===== src/rtl/fifo_flush_pkg.sv =====
// Shared types and constants for the flush FIFO drain scheduler.
// Latency: none (declarations only).
// Backpressure: n/a.
package fifo_flush_pkg;

    // Depth of the flush FIFO this scheduler serves.
    localparam int FIFO_DEPTH = 32;

    // Default width of the per-requester drain length and the drained counter.
    localparam int DEF_LEN_W  = 6;

    // Scheduler FSM encoding.
    typedef enum logic [1:0] {
        ST_IDLE  = 2'd0,
        ST_DRAIN = 2'd1,
        ST_DONE  = 2'd2
    } state_t;

endpackage


===== src/rtl/fifo_flush_sched_rr_arbiter.sv =====
// Round-robin arbiter: one-hot winner is the first set request strictly after i_ptr, with wrap.
// Latency: combinational, zero cycles.
// Backpressure: none; the caller decides when the winner is taken and moves the pointer.
module rr_arbiter #(
    parameter int N     = 4,
    parameter int PTR_W = (N > 1) ? $clog2(N) : 1
)(
    input  logic [N-1:0]     i_req,
    input  logic [PTR_W-1:0] i_ptr,
    output logic [N-1:0]     o_gnt,
    output logic [PTR_W-1:0] o_idx
);

    logic [N-1:0] w_mask;
    logic [N-1:0] w_hi;
    logic [N-1:0] w_sel;

    // Mask of positions strictly above the pointer; these get first look.
    always_comb begin
        w_mask = '0;
        for (int i = 0; i < N; i++) begin
            w_mask[i] = (i > int'(i_ptr));
        end
    end

    // Prefer requests above the pointer, otherwise wrap to the full vector.
    assign w_hi  = i_req & w_mask;
    assign w_sel = (|w_hi) ? w_hi : i_req;

    // Isolate the lowest set bit of the chosen vector.
    assign o_gnt = w_sel & (~w_sel + N'(1));

    // Encode the one-hot winner so the caller can store it as the new pointer.
    always_comb begin
        o_idx = '0;
        for (int i = 0; i < N; i++) begin
            if (o_gnt[i]) begin
                o_idx = PTR_W'(i);
            end
        end
    end

endmodule


===== src/rtl/fifo_flush_sched.sv =====
// Flush/drain scheduler: round-robin grants one requester, strobes FIFO reads until len words or empty (len 0).
// Latency: request to grant 1 cycle; done_o pulses the cycle after the last read (or abort).
// Backpressure: reads stall on fifo_empty_i or !rd_ready_i; optional watchdog FIFO_FLUSH_SCHED_WDOG_EN aborts long stalls.
module fifo_flush_sched
    import fifo_flush_pkg::*;
#(
    parameter int NUM_REQ     = 4,
    parameter int LEN_W       = DEF_LEN_W,
    parameter int WDOG_CYCLES = 64
)(
    input  logic                     rclock,
    input  logic                     reset,
    input  logic [NUM_REQ-1:0]       req_i,
    input  logic [NUM_REQ*LEN_W-1:0] len_i,
    input  logic                     fifo_empty_i,
    input  logic                     rd_ready_i,
    output logic                     fifo_rd_valid_o,
    output logic                     fifo_flush_o,
    output logic [NUM_REQ-1:0]       grant_o,
    output logic                     busy_o,
    output logic                     done_o,
    output logic [LEN_W-1:0]         drained_o,
    output logic                     abort_o
);

    localparam int               PTR_W   = $clog2(NUM_REQ);
    localparam logic [LEN_W-1:0] CNT_MAX = '1;

    if (NUM_REQ < 2 || NUM_REQ > 8) begin : g_chk_num_req
        $error("fifo_flush_sched: NUM_REQ must be within 2..8");
    end
    if (WDOG_CYCLES < 1) begin : g_chk_wdog
        $error("fifo_flush_sched: WDOG_CYCLES must be at least 1");
    end

    state_t             r_state;
    logic [NUM_REQ-1:0] r_grant;
    logic [LEN_W-1:0]   r_len;
    logic [LEN_W-1:0]   r_drained;
    logic [PTR_W-1:0]   r_ptr;
    logic               r_flush;
    logic               r_done;
    logic               r_abort;

    logic [NUM_REQ-1:0] w_win;
    logic [PTR_W-1:0]   w_win_idx;
    logic [LEN_W-1:0]   w_len_arr [NUM_REQ];
    logic [LEN_W-1:0]   w_win_len;
    logic               w_finish;
    logic               w_rd;
    logic               w_last;
    logic               w_cnt_sat;
    logic               w_wdog_trip;

    rr_arbiter #(
        .N     (NUM_REQ),
        .PTR_W (PTR_W)
    ) u_arb (
        .i_req (req_i),
        .i_ptr (r_ptr),
        .o_gnt (w_win),
        .o_idx (w_win_idx)
    );

    // Unpack the flat length bus so the winner's slice can be picked by index.
    for (genvar g = 0; g < NUM_REQ; g++) begin : g_len
        assign w_len_arr[g] = len_i[g*LEN_W +: LEN_W];
    end
    assign w_win_len = w_len_arr[w_win_idx];

    // A counted drain ends once len words are read; a full flush ends when the FIFO shows empty.
    assign w_finish  = ((r_len != '0) && (r_drained == r_len)) ||
                       ((r_len == '0) && fifo_empty_i);

    // Read strobe is combinational so a word can pop every cycle both sides allow it.
    assign w_rd      = (r_state == ST_DRAIN) && !fifo_empty_i && rd_ready_i && !w_finish;

    // The read that brings the count up to len also ends the drain, so done_o follows it directly.
    assign w_last    = w_rd && (r_len != '0) && ((r_drained + LEN_W'(1)) == r_len);

    // Full flushes can pop more words than the counter holds; it sticks at all-ones.
    assign w_cnt_sat = (r_drained == CNT_MAX);

`ifdef FIFO_FLUSH_SCHED_WDOG_EN
    localparam int STALL_W = $clog2(WDOG_CYCLES + 1);

    logic [STALL_W-1:0] r_stall;

    // Trip on the cycle that would bring the consecutive-stall count to WDOG_CYCLES.
    assign w_wdog_trip = (r_state == ST_DRAIN) && !w_rd && !w_finish &&
                         (r_stall == STALL_W'(WDOG_CYCLES - 1));

    // Count consecutive DRAIN cycles without a read; any read or leaving DRAIN restarts it.
    always_ff @(posedge rclock or negedge reset) begin
        if (!reset) begin
            r_stall <= '0;
        end else if (r_state != ST_DRAIN || w_rd) begin
            r_stall <= '0;
        end else begin
            r_stall <= r_stall + STALL_W'(1);
        end
    end
`else
    // Without the watchdog a stalled drain simply waits for the FIFO or the consumer.
    assign w_wdog_trip = 1'b0;
`endif

    // Scheduler FSM: arbitrate in IDLE, pop words in DRAIN, pulse done in DONE.
    always_ff @(posedge rclock or negedge reset) begin
        if (!reset) begin
            r_state   <= ST_IDLE;
            r_grant   <= '0;
            r_len     <= '0;
            r_drained <= '0;
            r_ptr     <= PTR_W'(NUM_REQ - 1);
            r_flush   <= 1'b0;
            r_done    <= 1'b0;
            r_abort   <= 1'b0;
        end else begin
            r_done  <= 1'b0;
            r_abort <= 1'b0;
            case (r_state)
                ST_IDLE: begin
                    if (|req_i) begin
                        r_grant   <= w_win;
                        r_len     <= w_win_len;
                        r_drained <= '0;
                        r_ptr     <= w_win_idx;
                        r_flush   <= (w_win_len == '0);
                        r_state   <= ST_DRAIN;
                    end
                end
                ST_DRAIN: begin
                    if (w_rd && !w_cnt_sat) begin
                        r_drained <= r_drained + LEN_W'(1);
                    end
                    if (w_finish || w_last || w_wdog_trip) begin
                        r_state <= ST_DONE;
                        r_done  <= 1'b1;
                        r_abort <= w_wdog_trip;
                    end
                end
                ST_DONE: begin
                    r_state <= ST_IDLE;
                    r_grant <= '0;
                    r_flush <= 1'b0;
                end
                default: begin
                    r_state <= ST_IDLE;
                    r_grant <= '0;
                    r_flush <= 1'b0;
                end
            endcase
        end
    end

    assign fifo_rd_valid_o = w_rd;
    assign fifo_flush_o    = r_flush;
    assign grant_o         = r_grant;
    assign busy_o          = (r_state != ST_IDLE);
    assign done_o          = r_done;
    assign drained_o       = r_drained;
    assign abort_o         = r_abort;

endmodule


===== config.mk =====
export PLATFORM = sky130hd
export DESIGN_NAME = fifo_flush_sched
export DESIGN_NICKNAME = d
export VERILOG_FILES = /design/src/rtl/fifo_flush_pkg.sv /design/src/rtl/fifo_flush_sched_rr_arbiter.sv /design/src/rtl/fifo_flush_sched.sv
export SDC_FILE = /design/constraint.sdc
export NUM_CORES = 1
export LEC_CHECK = 0
export BUFFER_PORTS_ARGS = -buffer_cell sky130_fd_sc_hd__buf_2
export CAP_MARGIN = 0
export CORE_ASPECT_RATIO = 0.9
export CORE_MARGIN = 1
export CORE_UTILIZATION = 50
export CTS_CLUSTER_DIAMETER = 120
export DETAILED_ROUTE_END_ITERATION = 12
export PLACE_DENSITY_LB_ADDON = 0.15
export SLEW_MARGIN = 20
export SYNTH_ARGS = -nofsm -noshare
export SYNTH_HDL_FRONTEND = slang
export SYNTH_SLANG_ARGS = --single-unit

===== constraint.sdc =====
create_clock -name rclock -period 3.2 [get_ports rclock]
set_clock_uncertainty 0.2 [all_clocks]
set_input_delay 0.48 -clock rclock [delete_from_list [all_inputs] [get_ports rclock]]
set_output_delay 0.48 -clock rclock [all_outputs]
set_load 0.01 [all_outputs]

==> summary by stage, run 1 <==
Run status
The flow ran to the end, and the final reports show no timing, DRC or antenna violations.

Yosys
The number of register bits inferred by synthesis is 22. The most used flip-flop cell after synthesis is sky130_fd_sc_hd__dfrtp_1. After synthesis, the netlist uses 47 different library cells.

The synthesized netlist net count is 211. The gate count of the mapped netlist is 178. The synthesized design spends more area on one cell type than any other, namely sky130_fd_sc_hd__dfrtp_1. The portion of the post-synthesis area used by sequential elements is 0.3635. Yosys mapped a number of flops with a built-in enable equal to 0.

Ranked by total cell area, the synthesized netlist is headed by sky130_fd_sc_hd__dfrtp_1, sky130_fd_sc_hd__nand2_1, sky130_fd_sc_hd__xor2_1, sky130_fd_sc_hd__o21ai_0, sky130_fd_sc_hd__mux2i_1. The warning count from the yosys run is 0. The area fraction of the dominant cell type after synthesis is 0.3289. The async set-reset flop share out of synthesis is 1.000.

The average cell area after synthesis is 8.548 sq um. Summing every instance area after synthesis gives 0.001521 sq mm.

Worst setup path
The maximum fanout along the worst path is 4. The worst setup path is captured at an output pin. The worst setup path is launched from a register.

The data arrival time of the worst path is 2340 ps. The instance count on the critical path is 5. The largest single stage delay on the critical path is 700 ps.

The critical path class is register to output pin. The signal on the critical path passes through xor2_1 -> or4_2 -> nor4_2 -> nor2_1 -> buf_2. The minimum setup slack among reg-to-reg paths is 550 ps.

The count of buffer and inverter cells on the critical path is 1. The critical register-to-register path startpoint is drained_o[5]$_DFFE_PN0P_. The end of the worst register-to-register path is drained_o[5]$_DFFE_PN0P_. At the worst endpoint, the required time is 2520 ps.

Broken down by cell family, the worst path's largest delay share belongs to simple AND/OR/NAND/NOR gates. The count of cells along the worst register-to-register path is 7. The slowest stage cell on the critical path is sky130_fd_sc_hd__or4_2.

Floorplanning
The core region area is 0.002815 sq mm. The die width is 60.15 um. The number of core rows is 18. The die covers 0.003268 sq mm.

The initial utilization of the core area, before any placement, comes to 0.5404. Measured along the y axis, the die boundary spans 54.33 um. The number of top-level pins is 47.

Clock tree
The master cell of the clock root buffer is sky130_fd_sc_hd__clkbuf_4. At the later pin of the worst-skew pair, clock insertion delay measures 320 ps. The CTS buffer count is 3. The clock sink count is 22. The longest clock path from root to sink contains 2 buffers.

Once the clock tree was built, the resizer swapped 0 gates to a different size. The number of H-tree levels is 1. TritonCTS built the clock tree.

The CTS clock-pin slew for the worst setup and hold paths is 120 ps.

Global routing
The largest net degree at the start of global routing is 23. The global-route wire length before repair is 5457 um. The number of global-route vias before repair is 1214. For this run, the total global-route usage over all layers was measured as 0.2232. For this run the aggregate overflow at the end of global routing stands at 0. The initial antenna violation count is 0.

Finish
In the layout the commonest cells are sky130_fd_sc_hd__buf_2, sky130_fd_sc_hd__nand2_1, sky130_fd_sc_hd__o21ai_0, sky130_fd_sc_hd__dfrtp_1, sky130_fd_sc_hd__nor2_1. The number of nets in the final layout is 254. The commonest non-fill, non-tap cell in the layout is sky130_fd_sc_hd__buf_2. Summing all flip-flop and latch instances after layout gives 553.0 sq um. The post-route core utilization is 0.6418. Of the cells placed in the final design, the portion with a size suffix greater than 1 is 0.2818.

The area growth from synthesis to final layout is 18.75%. Counting the fill cells in the layout gives 269. The number of inserted diodes is 0.

The multi-input combinational cells in the finished layout cover a total of 905.9 sq um.

Timing
The final setup violation count is 0. The remaining max-slew budget at the tightest pin is 0.5946. The final setup TNS is 0 ps. The final count of pins violating max slew was 0. The time the final worst path needs with I/O delays and setup is 3016 ps.

Setup repair after global routing left no endpoint under its margin. The timing-limited maximum frequency is 331.6 MHz. Dividing the final minimum period by the clock period gives 0.9424. After layout, the worst setup slack is 184.2 ps. For the pin with the worst max-slew slack, the measured transition is 608.1 ps.

The total count of hold-check failures in the final report is 0.

Placed design
The final weighted congestion in routability-driven placement is 0.8410. Summed over all nets, the half-perimeter wirelength after detailed placement is 2733 um. The worst setup slack before clock tree synthesis is 562.6 ps. During placement, the flow inserted port buffers numbering 45.

Worst hold path
The kind of path behind the tightest hold check is register to register. The launch instance of the worst min-delay path is grant_o[1]$_DFFE_PN0P_. The worst hold path terminates at grant_o[1]$_DFFE_PN0P_. Along the worst hold path, the cell count comes to 2.

Power and ir drop
Summing internal, switching and leakage power gives 1392 uW. Dividing total power by cell area gives a power density of 770.3 mW/mm^2. The analysis attributes to cell leakage a power of 0.0008750 uW.

The peak supply drop is 0.0004379 V.

Flow run
Max-cap violations in this run came to 0.

Routing
The residual antenna-violating net count after detailed routing is 0. The final layout contains routed wiring with a total length of 3523 um. The routed layout has 1425 vias. The number of iterations in the first detailed-routing pass is 4. The detailed-route wire length per cell is 13.55 um.

The first routing iteration left 74 violations. The post-detailed-route DRC marker count is 0. The via-per-instance ratio is 5.481.
per-layer routing:
| layer | routed length [um] | up-vias | global-route usage | part of all wire |
|---|---|---|---|---|
| met5 | 0 | - | 0 | 0 |
| met4 | 8 | 0 | 0.02326 | 0.0023 |
| met3 | 144 | 3 | 0.05674 | 0.041 |
| met2 | 1640 | 33 | 0.3663 | 0.47 |
| met1 | 1729 | 670 | 0.3063 | 0.49 |
| li1 | - | 719 | - | - |
worst register-to-register path, delay by kind of cell, from the launching register on:
kind / cells / cell delay (ps)
AO/OA/AOI/OAI: 1 / 150
XOR/XNOR: 2 / 400
flip-flops: 1 / 480
AND/OR/NAND/NOR: 4 / 1310
timing repair:
| action | CTS | global route |
|---|---|---|
| endpoints found under the hold margin | 20 | 0 |
| buffers inserted | 0 | 0 |
| hold buffers | 1 | 0 |
final cells by class:
| class | count | share of cell area |
|---|---|---|
| multi-input cells | 142 | 0.5014 |
| well taps | 40 | 0.02770 |
| flip-flops and latches | 22 | 0.3061 |
| repair buffers | 47 | 0.1343 |
| inverters | 5 | 0.01039 |
| clock buffers | 4 | 0.02008 |
report_power, final:
group	total, uW	internal, uW	switching, uW
clock	156	69.6	86.9
sequential	524	392	132
combinational	712	313	399
cells in the mapped netlist (3+ instances only):
cell type,count
sky130_fd_sc_hd__nand2_1,31
sky130_fd_sc_hd__dfrtp_1,20
sky130_fd_sc_hd__o21ai_0,20
sky130_fd_sc_hd__nor2_1,16
sky130_fd_sc_hd__xor2_1,12
sky130_fd_sc_hd__mux2i_1,6
sky130_fd_sc_hd__clkbuf_1,5
sky130_fd_sc_hd__inv_1,5
sky130_fd_sc_hd__o221ai_1,5
sky130_fd_sc_hd__nor2b_1,4
sky130_fd_sc_hd__a21oi_1,3
sky130_fd_sc_hd__and3_1,3
sky130_fd_sc_hd__nand3_1,3
worst max-delay path by stage:
stage / start / endpoint / slack, ps
after detailed placement: drained_o[5]$_DFFE_PN0P_ / fifo_rd_valid_o / 560
after global placement: drained_o[5]$_DFFE_PN0P_ / fifo_rd_valid_o / 690
after floorplan: drained_o[5]$_DFFE_PN0P_ / fifo_rd_valid_o / 760
after global routing: drained_o[5]$_DFFE_PN0P_ / fifo_rd_valid_o / 110
final: drained_o[5]$_DFFE_PN0P_ / fifo_rd_valid_o / 180
after CTS: drained_o[5]$_DFFE_PN0P_ / fifo_rd_valid_o / 210
per-stage QoR:
step,area [sq um],hold WS [ps],std cells
final,1807,303.6,260
after global routing,1807,324.3,260
after CTS,1807,305.7,260
after detailed placement,1760,269.3,255
after global placement,1760,266.6,255
after floorplan,1521,-15.59,178
sequential cells by signal (all words and copies together) (netlist names):
register,count
drained_o,6
r_len,6
r_ptr,2
done_o,1
fifo_flush_o,1
grant_o,4
r_state,2
cells by family after synthesis:
family	count (synthesis)	synth area share
compound gates	45	0.2114
xor+xnor	14	0.08059
fa+ha+maj	1	0.008222
buf+inv	14	0.04112
flops	22	0.3635
mux	6	0.03948
other cells	1	0.002465
simple gates	75	0.2533
No activity file was read; power rests on OpenSTA's default activity.
==> run 2, diff against run 1 <==
Settings changed: MAX_ROUTING_LAYER set to met4.
==> run 2 against run 1 <==
Sequential cell count unchanged. Combinational power barely moved. Clock power about the same. Non-clock buffer count is the same. Critical path depth is the same. Highest routed layer unchanged. Via count up 0.28%. Critical path type unchanged. Worst hold slack is essentially flat. First-iteration DRC count is 20% lower. Largest power group unchanged. Clock-buffer cell count is the same.
==> summary by stage, run 2 (synthesis results as in run 1) <==
Timing
The final setup TNS is 0 ps (unchanged). The final count of pins violating max slew is 0 (unchanged). The total count of hold-check failures in the final report is 0 (unchanged). The remaining max-slew budget at the tightest pin came to 0.5941 (was 0.5946). The post-layout worst setup margin was 193.8 ps (was 184.2 ps). The worst-case hold slack is 303.5 ps (was 303.6 ps). The timing-limited maximum frequency is 332.6 MHz (was 331.6 MHz). The transition time of the tightest slew-check pin came to 608.8 ps (was 608.1 ps). The time the final worst path needs with I/O delays and setup is 3006 ps (was 3016 ps). The final setup violation count is 0 (unchanged). Setup repair after global routing missed its margin: false (unchanged).

The period utilization is 0.9394 (was 0.9424).

Power and ir drop
The peak supply drop was 0.0004377 V (was 0.0004379 V). The proportion of power drawn by the clock network is 0.112 (about the same). The switching portion of total power is 0.4434 (was 0.4437). The switching power of the nets was 616.9 uW (was 617.6 uW). The leakage power is 0.0008750 uW (unchanged). The portion of total power attributed to sequential cells is 0.376 (about the same). The share of total power in combinational logic came to 0.512 (was 0.511). The internal power component came to 774.3 uW (was 774.2 uW). The power per cell area came to 770.0 mW/mm^2 (was 770.3 mW/mm^2).

Clock tree
The TritonCTS clock tree is built (unchanged). The number of cells upsized or downsized after cts was 0 (unchanged). The number of H-tree levels is 1 (unchanged). The clock sink count is 22 (unchanged).

The later-pin clock latency in the skew report came to 310 ps (was 320 ps). The master cell of the clock root buffer was sky130_fd_sc_hd__clkbuf_4 (unchanged). The maximum count of clock buffers along a single path was 2 (unchanged). The CTS buffer count was 3 (unchanged).

The CTS clock-pin slew for the worst setup and hold paths came to 120 ps (about the same).

Worst setup path
The startpoint type of the worst setup path was a register (unchanged). Ordered list of cells on the worst path: xor2_1 -> or4_2 -> nor4_2 -> nor2_1 -> buf_2 (unchanged). The endpoint type of the worst setup path is an output pin (unchanged). The slowest stage cell on the critical path is sky130_fd_sc_hd__or4_2 (unchanged). The critical path class was register to output pin (unchanged). The critical path's largest stage delay is 700 ps (about the same). The maximum fanout along the worst path is 4 (unchanged). The endpoint required time on the critical path was 2520 ps (about the same). The data arrival time of the worst path came to 2330 ps (was 2340 ps).

Floorplanning
The total die area is 0.003268 sq mm (unchanged). The die height came to 54.33 um (unchanged). The core region area is 0.002815 sq mm (unchanged). The number of top-level pins is 47 (unchanged).

The effective utilization at floorplan is 0.5404 (unchanged). The die width is 60.15 um (unchanged). The number of core rows is 18 (unchanged).

Finish
Most frequent cells in the layout: sky130_fd_sc_hd__buf_2, sky130_fd_sc_hd__nand2_1, sky130_fd_sc_hd__o21ai_0, sky130_fd_sc_hd__dfrtp_1, sky130_fd_sc_hd__nor2_1 (unchanged). The number of nets in the final layout was 254 (unchanged). The commonest non-fill, non-tap cell in the layout was sky130_fd_sc_hd__buf_2 (unchanged). The fraction of final layout cells with drive strength greater than 1 is 0.2818 (unchanged). The fill cell total of the finished layout is 269 (unchanged). The number of inserted diodes is 0 (unchanged). The area growth from synthesis to final layout is 18.75% (unchanged).

Routing
The routed wire length on met2 is 1652 um (was 1640 um). The detailed-routing wirelength on met1 came to 1697 um (was 1729 um). The iteration-0 DRC count of the detailed router is 59 (was 74). The residual antenna-violating net count after detailed routing is 0 (unchanged). The total wirelength of the detailed-routed design was 3525 um (was 3523 um). The via total after detailed routing was 1429 (was 1425). The post-detailed-route DRC marker count is 0 (unchanged).

The highest routed metal layer is met4 (unchanged). The number of iterations in the first detailed-routing pass was 4 (unchanged). The via-per-instance ratio was 5.496 (was 5.481). The wire length on met3 came to 166 um (was 144 um). The detailed-route wire length per cell is 13.56 um (was 13.55 um).

Flow run
The max-cap check violation count came to 0 (unchanged).

Global routing
The initial antenna violation count is 0 (unchanged). The largest net degree at the start of global routing is 23 (unchanged). The aggregate global-route resource usage is 0.2298 (was 0.2232). The total grt overflow is 0 (unchanged). The global-route wire length before repair came to 5464 um (was 5457 um).

The number of global-route vias before repair is 1214 (unchanged).

Run status
Outcome: finished, final reports clean (unchanged).

Placed design
The total half-perimeter wirelength after legalization and detailed placement is 2733 um (unchanged). The worst setup slack before clock tree synthesis was 562.6 ps (unchanged). The count of input and output buffers is 45 (unchanged).

The final weighted congestion in routability-driven placement is 0.8541 (was 0.8410).

Worst hold path
The kind of path behind the tightest hold check was register to register (unchanged).
-- run 2: power groups by stage --
stage	registers, uW	clock network, uW	logic, uW
after floorplan	506	0	528
after global placement	521	0	689
after detailed placement	529	0	712
after CTS	522	157	715
after global routing	542	170	801
final	524	156	712
-- run 2: path summary, 6_finish.rpt --
path                                           from                       end  slack, ps  depth (start not counted)
setup reg to reg           drained_o[5]$_DFFE_PN0P_  drained_o[5]$_DFFE_PN0P_        550                          7
min in group asynchronous                     reset    r_state[1]$_DFFE_PN0P_        450                          2
max in group asynchronous                     reset      r_ptr[0]$_DFFE_PN1P_       2000                          2
setup / recovery           drained_o[5]$_DFFE_PN0P_           fifo_rd_valid_o        190                          5
hold / removal               grant_o[1]$_DFFE_PN0P_    grant_o[1]$_DFFE_PN0P_        300                          2
hold reg to reg              grant_o[1]$_DFFE_PN0P_    grant_o[1]$_DFFE_PN0P_        300                          2
-- run 2: timing repair --
item,in CTS,in global routing
hold buffers,1,0
setup buffers,0,0
endpoints found under the hold margin,20,0
-- run 2: final cells by class --
cell class,count,area [sq um],share of cell area
sequential,22,553.0,0.3061
tap,40,50.05,0.02770
timing repair buffer,47,242.7,0.1343
inverter,5,18.77,0.01039
clock buffer,4,36.28,0.02008
multi-input combinational,142,905.9,0.5014
-- run 2: worst max-delay path: cells and delay by family (launching register included) --
kind                      cells  cell delay [ps]
and+or+nand+nor               3             1170
xor gates and xnor gates      1              200
DFF                           1              480
buffers and inverters         1              150
-- run 2: through the flow --
stage	cell area, sq um	total power, uW	std cells	utilization
after floorplan	1521	1034	178	-
after global placement	1760	1210	255	0.6253
after detailed placement	1760	1241	255	0.6253
after CTS	1807	1394	260	0.6418
after global routing	1807	1513	260	0.6418
final	1807	1391	260	0.6418
-- run 2: routing by layer --
| layer | global-route usage | vias up |
|---|---|---|
| met5 | - | - |
| met4 | 0.02326 | 0 |
| met1 | 0.3049 | 666 |
| met2 | 0.3681 | 37 |
| met3 | 0.05674 | 3 |
| li1 | - | 723 |
==> run 3, diff against run 2 <==
Settings changed: REMOVE_ABC_BUFFERS set to 1.
==> run 3 against run 2 <==
Highest routed layer unchanged. Sequential cell count unchanged. Critical path type unchanged. Critical endpoint unchanged. Die area did not move. Critical path depth unchanged. Final area is the same. Maximum frequency increased by 0.25%.
==> summary by stage, run 3 (synthesis results as in run 1) <==
Worst setup path
The endpoint type of the worst setup path is an output pin (unchanged). The critical register-to-register path startpoint is drained_o[5]$_DFFE_PN0P_ (unchanged). The minimum setup slack among reg-to-reg paths is 620 ps (was 550 ps). The maximum fanout along the worst path is 4 (unchanged). The instance count on the critical path is 5 (unchanged). The end of the worst register-to-register path was drained_o[5]$_DFFE_PN0P_ (unchanged).

The count of buffer and inverter cells on the critical path came to 1 (unchanged). The startpoint type of the worst setup path is a register (unchanged). Ordered list of cells on the worst path: xor2_1 -> or4_2 -> nor4_2 -> nor2_1 -> buf_2 (unchanged). The startpoint of the most critical setup path is drained_o[5]$_DFFE_PN0P_ (unchanged). The data arrival time of the worst path was 2320 ps (was 2330 ps). The capture point of the critical path is fifo_rd_valid_o (unchanged). The count of cells along the worst register-to-register path was 7 (unchanged). The top cell family by delay on the critical path is simple AND/OR/NAND/NOR gates (unchanged). The slowest stage cell on the critical path is sky130_fd_sc_hd__or4_2 (unchanged).

The critical path class is register to output pin (unchanged). The endpoint required time on the critical path is 2520 ps (about the same). The critical path's largest stage delay is 700 ps (about the same).

Clock tree
The number of post-CTS setup repair buffers is 0 (unchanged). The master cell of the clock root buffer was sky130_fd_sc_hd__clkbuf_4 (unchanged). The maximum count of clock buffers along a single path is 2 (unchanged). The later-pin clock latency in the skew report came to 320 ps (was 310 ps). The CTS clock-pin slew for the worst setup and hold paths is 130 ps (was 120 ps). The number of cells upsized or downsized after cts is 0 (unchanged). The number of H-tree levels is 1 (unchanged).

The TritonCTS clock tree is built (unchanged). The count of hold-fix buffers inserted at cts is 1 (unchanged). The CTS buffer count is 3 (unchanged). The clock sink count is 22 (unchanged).

Timing
Setup repair after global routing missed its margin: false (unchanged). The timing-limited maximum frequency is 333.5 MHz (was 332.6 MHz). The final setup TNS is 0 ps (unchanged).

The period utilization is 0.9371 (was 0.9394). The final count of pins violating max slew is 0 (unchanged). The transition time of the tightest slew-check pin is 616.8 ps (was 608.8 ps). The time the final worst path needs with I/O delays and setup came to 2999 ps (was 3006 ps). The total count of hold-check failures in the final report was 0 (unchanged). The remaining max-slew budget at the tightest pin was 0.5888 (was 0.5941). The final setup violation count was 0 (unchanged).

Global routing
The number of global-route vias before repair is 1193 (was 1214). The initial antenna violation count was 0 (unchanged). The global-route wire length before repair is 5451 um (was 5464 um). The total grt overflow was 0 (unchanged). The aggregate global-route resource usage is 0.2325 (was 0.2298). The largest net degree at the start of global routing is 23 (unchanged).

Power and ir drop
The switching power of the nets is 618.9 uW (was 616.9 uW). The share of total power in combinational logic is 0.510 (was 0.512). The leakage power is 0.0008750 uW (about the same). The switching portion of total power is 0.4443 (was 0.4434). The portion of total power attributed to sequential cells came to 0.376 (about the same). The power per cell area came to 771.0 mW/mm^2 (was 770.0 mW/mm^2).

The internal power component was 774.2 uW (was 774.3 uW). The overall power came to 1393 uW (was 1391 uW). The proportion of power drawn by the clock network came to 0.114 (was 0.112).

The peak supply drop was 0.0003483 V (was 0.0004377 V).

Finish
The fraction of final layout cells with drive strength greater than 1 was 0.2818 (unchanged). The number of inserted diodes was 0 (unchanged). The commonest non-fill, non-tap cell in the layout is sky130_fd_sc_hd__buf_2 (unchanged). The number of nets in the final layout came to 254 (unchanged).

The final non-filler cell area is 0.001807 sq mm (unchanged). The area growth from synthesis to final layout is 18.75% (unchanged). The post-route core utilization is 0.6418 (unchanged).

Most frequent cells in the layout: sky130_fd_sc_hd__buf_2, sky130_fd_sc_hd__nand2_1, sky130_fd_sc_hd__o21ai_0, sky130_fd_sc_hd__dfrtp_1, sky130_fd_sc_hd__nor2_1 (unchanged).

Placed design
The final weighted congestion in routability-driven placement was 0.8308 (was 0.8541). The total half-perimeter wirelength after legalization and detailed placement is 2677 um (was 2733 um). The post-detailed-placement cell area is 0.001760 sq mm (unchanged). The count of input and output buffers was 45 (unchanged).

Floorplanning
The die height was 54.33 um (unchanged). The effective utilization at floorplan is 0.5404 (unchanged). The number of core rows was 18 (unchanged).

The core region area is 0.002815 sq mm (unchanged). The number of top-level pins was 47 (unchanged). The die width was 60.15 um (unchanged). The total die area is 0.003268 sq mm (unchanged).

Routing
The number of iterations in the first detailed-routing pass is 4 (unchanged). The detailed-route wire length per cell was 13.48 um (was 13.56 um). The post-detailed-route DRC marker count is 0 (unchanged). The via-per-instance ratio is 5.423 (was 5.496). The total wirelength of the detailed-routed design is 3505 um (was 3525 um). The residual antenna-violating net count after detailed routing is 0 (unchanged).

The iteration-0 DRC count of the detailed router is 46 (was 59). The via total after detailed routing is 1410 (was 1429).

Flow run
The max-cap check violation count is 0 (unchanged).

Worst hold path
The instance count along the most critical hold path is 1 (was 2). The kind of path behind the tightest hold check is register to register (unchanged).

Run status
Outcome: finished, final reports clean (unchanged).
## run 3: cell counts in the layout (fill, tap and decap cells not counted)
Identical to the previous run, type by type.
## run 3: power groups by stage
stage	logic [uW]	registers, uW	clock network (uW)
global route	798	545	171
finish	711	524	158
global placement	687	521	0
floorplan	489	524	0
CTS	712	523	160
detailed placement	707	530	0
## run 3: worst min path at each step
| stage | start | end | slack, ps |
|---|---|---|---|
| 4_1_cts | grant_o[2]$_DFFE_PN0P_ | grant_o[2]$_DFFE_PN0P_ | 300 |
| 6_report | grant_o[3]$_DFFE_PN0P_ | grant_o[3]$_DFFE_PN0P_ | 300 |
| 2_1_floorplan | reset | done_o$_DFF_PN0_ | -20 |
| 5_1_grt | grant_o[2]$_DFFE_PN0P_ | grant_o[2]$_DFFE_PN0P_ | 320 |
| 3_5_place_dp | grant_o[2]$_DFFE_PN0P_ | grant_o[2]$_DFFE_PN0P_ | 270 |
| 3_3_place_gp | reset | done_o$_DFF_PN0_ | 260 |
## run 3: final cells by class
type / instances / area [sq um]
Clock buffer: 4 / 36.28
Fill cell: 250 / 1008
Inverter: 5 / 18.77
Multi-Input combinational cell: 142 / 905.9
Sequential cell: 22 / 553.0
Tap cell: 40 / 50.05
Timing Repair Buffer: 47 / 242.7
## run 3: worst register-to-register path, stage by stage, from the launching register on
cell                       delay, ps
sky130_fd_sc_hd__dfrtp_1         480
sky130_fd_sc_hd__xor2_1          190
sky130_fd_sc_hd__or4_2           700
sky130_fd_sc_hd__nor4_2          390
sky130_fd_sc_hd__a311oi_4        140
sky130_fd_sc_hd__nand2b_1        130
sky130_fd_sc_hd__xor2_1          160
sky130_fd_sc_hd__nor2_1           60
## run 3: layer usage
layer | up-vias | track usage | routed length, um
li1 | 718 | - | -
met1 | 641 | 0.3097 | 1722
met2 | 45 | 0.3663 | 1584
met3 | 6 | 0.04255 | 169
met4 | 0 | 0.05814 | 27
met5 | - | - | 0
## run 3: through the flow
| step | instances | hold slack [ps] | worst slack [ps] |
|---|---|---|---|
| 6_report | 260 | 304.0 | 201.3 |
| 2_1_floorplan | 169 | -15.59 | 758.4 |
| 4_1_cts | 260 | 302.2 | 200.4 |
| 3_3_place_gp | 255 | 262.8 | 672.5 |
| 3_5_place_dp | 255 | 272.8 | 571.0 |
| 5_1_grt | 260 | 323.7 | 89.28 |
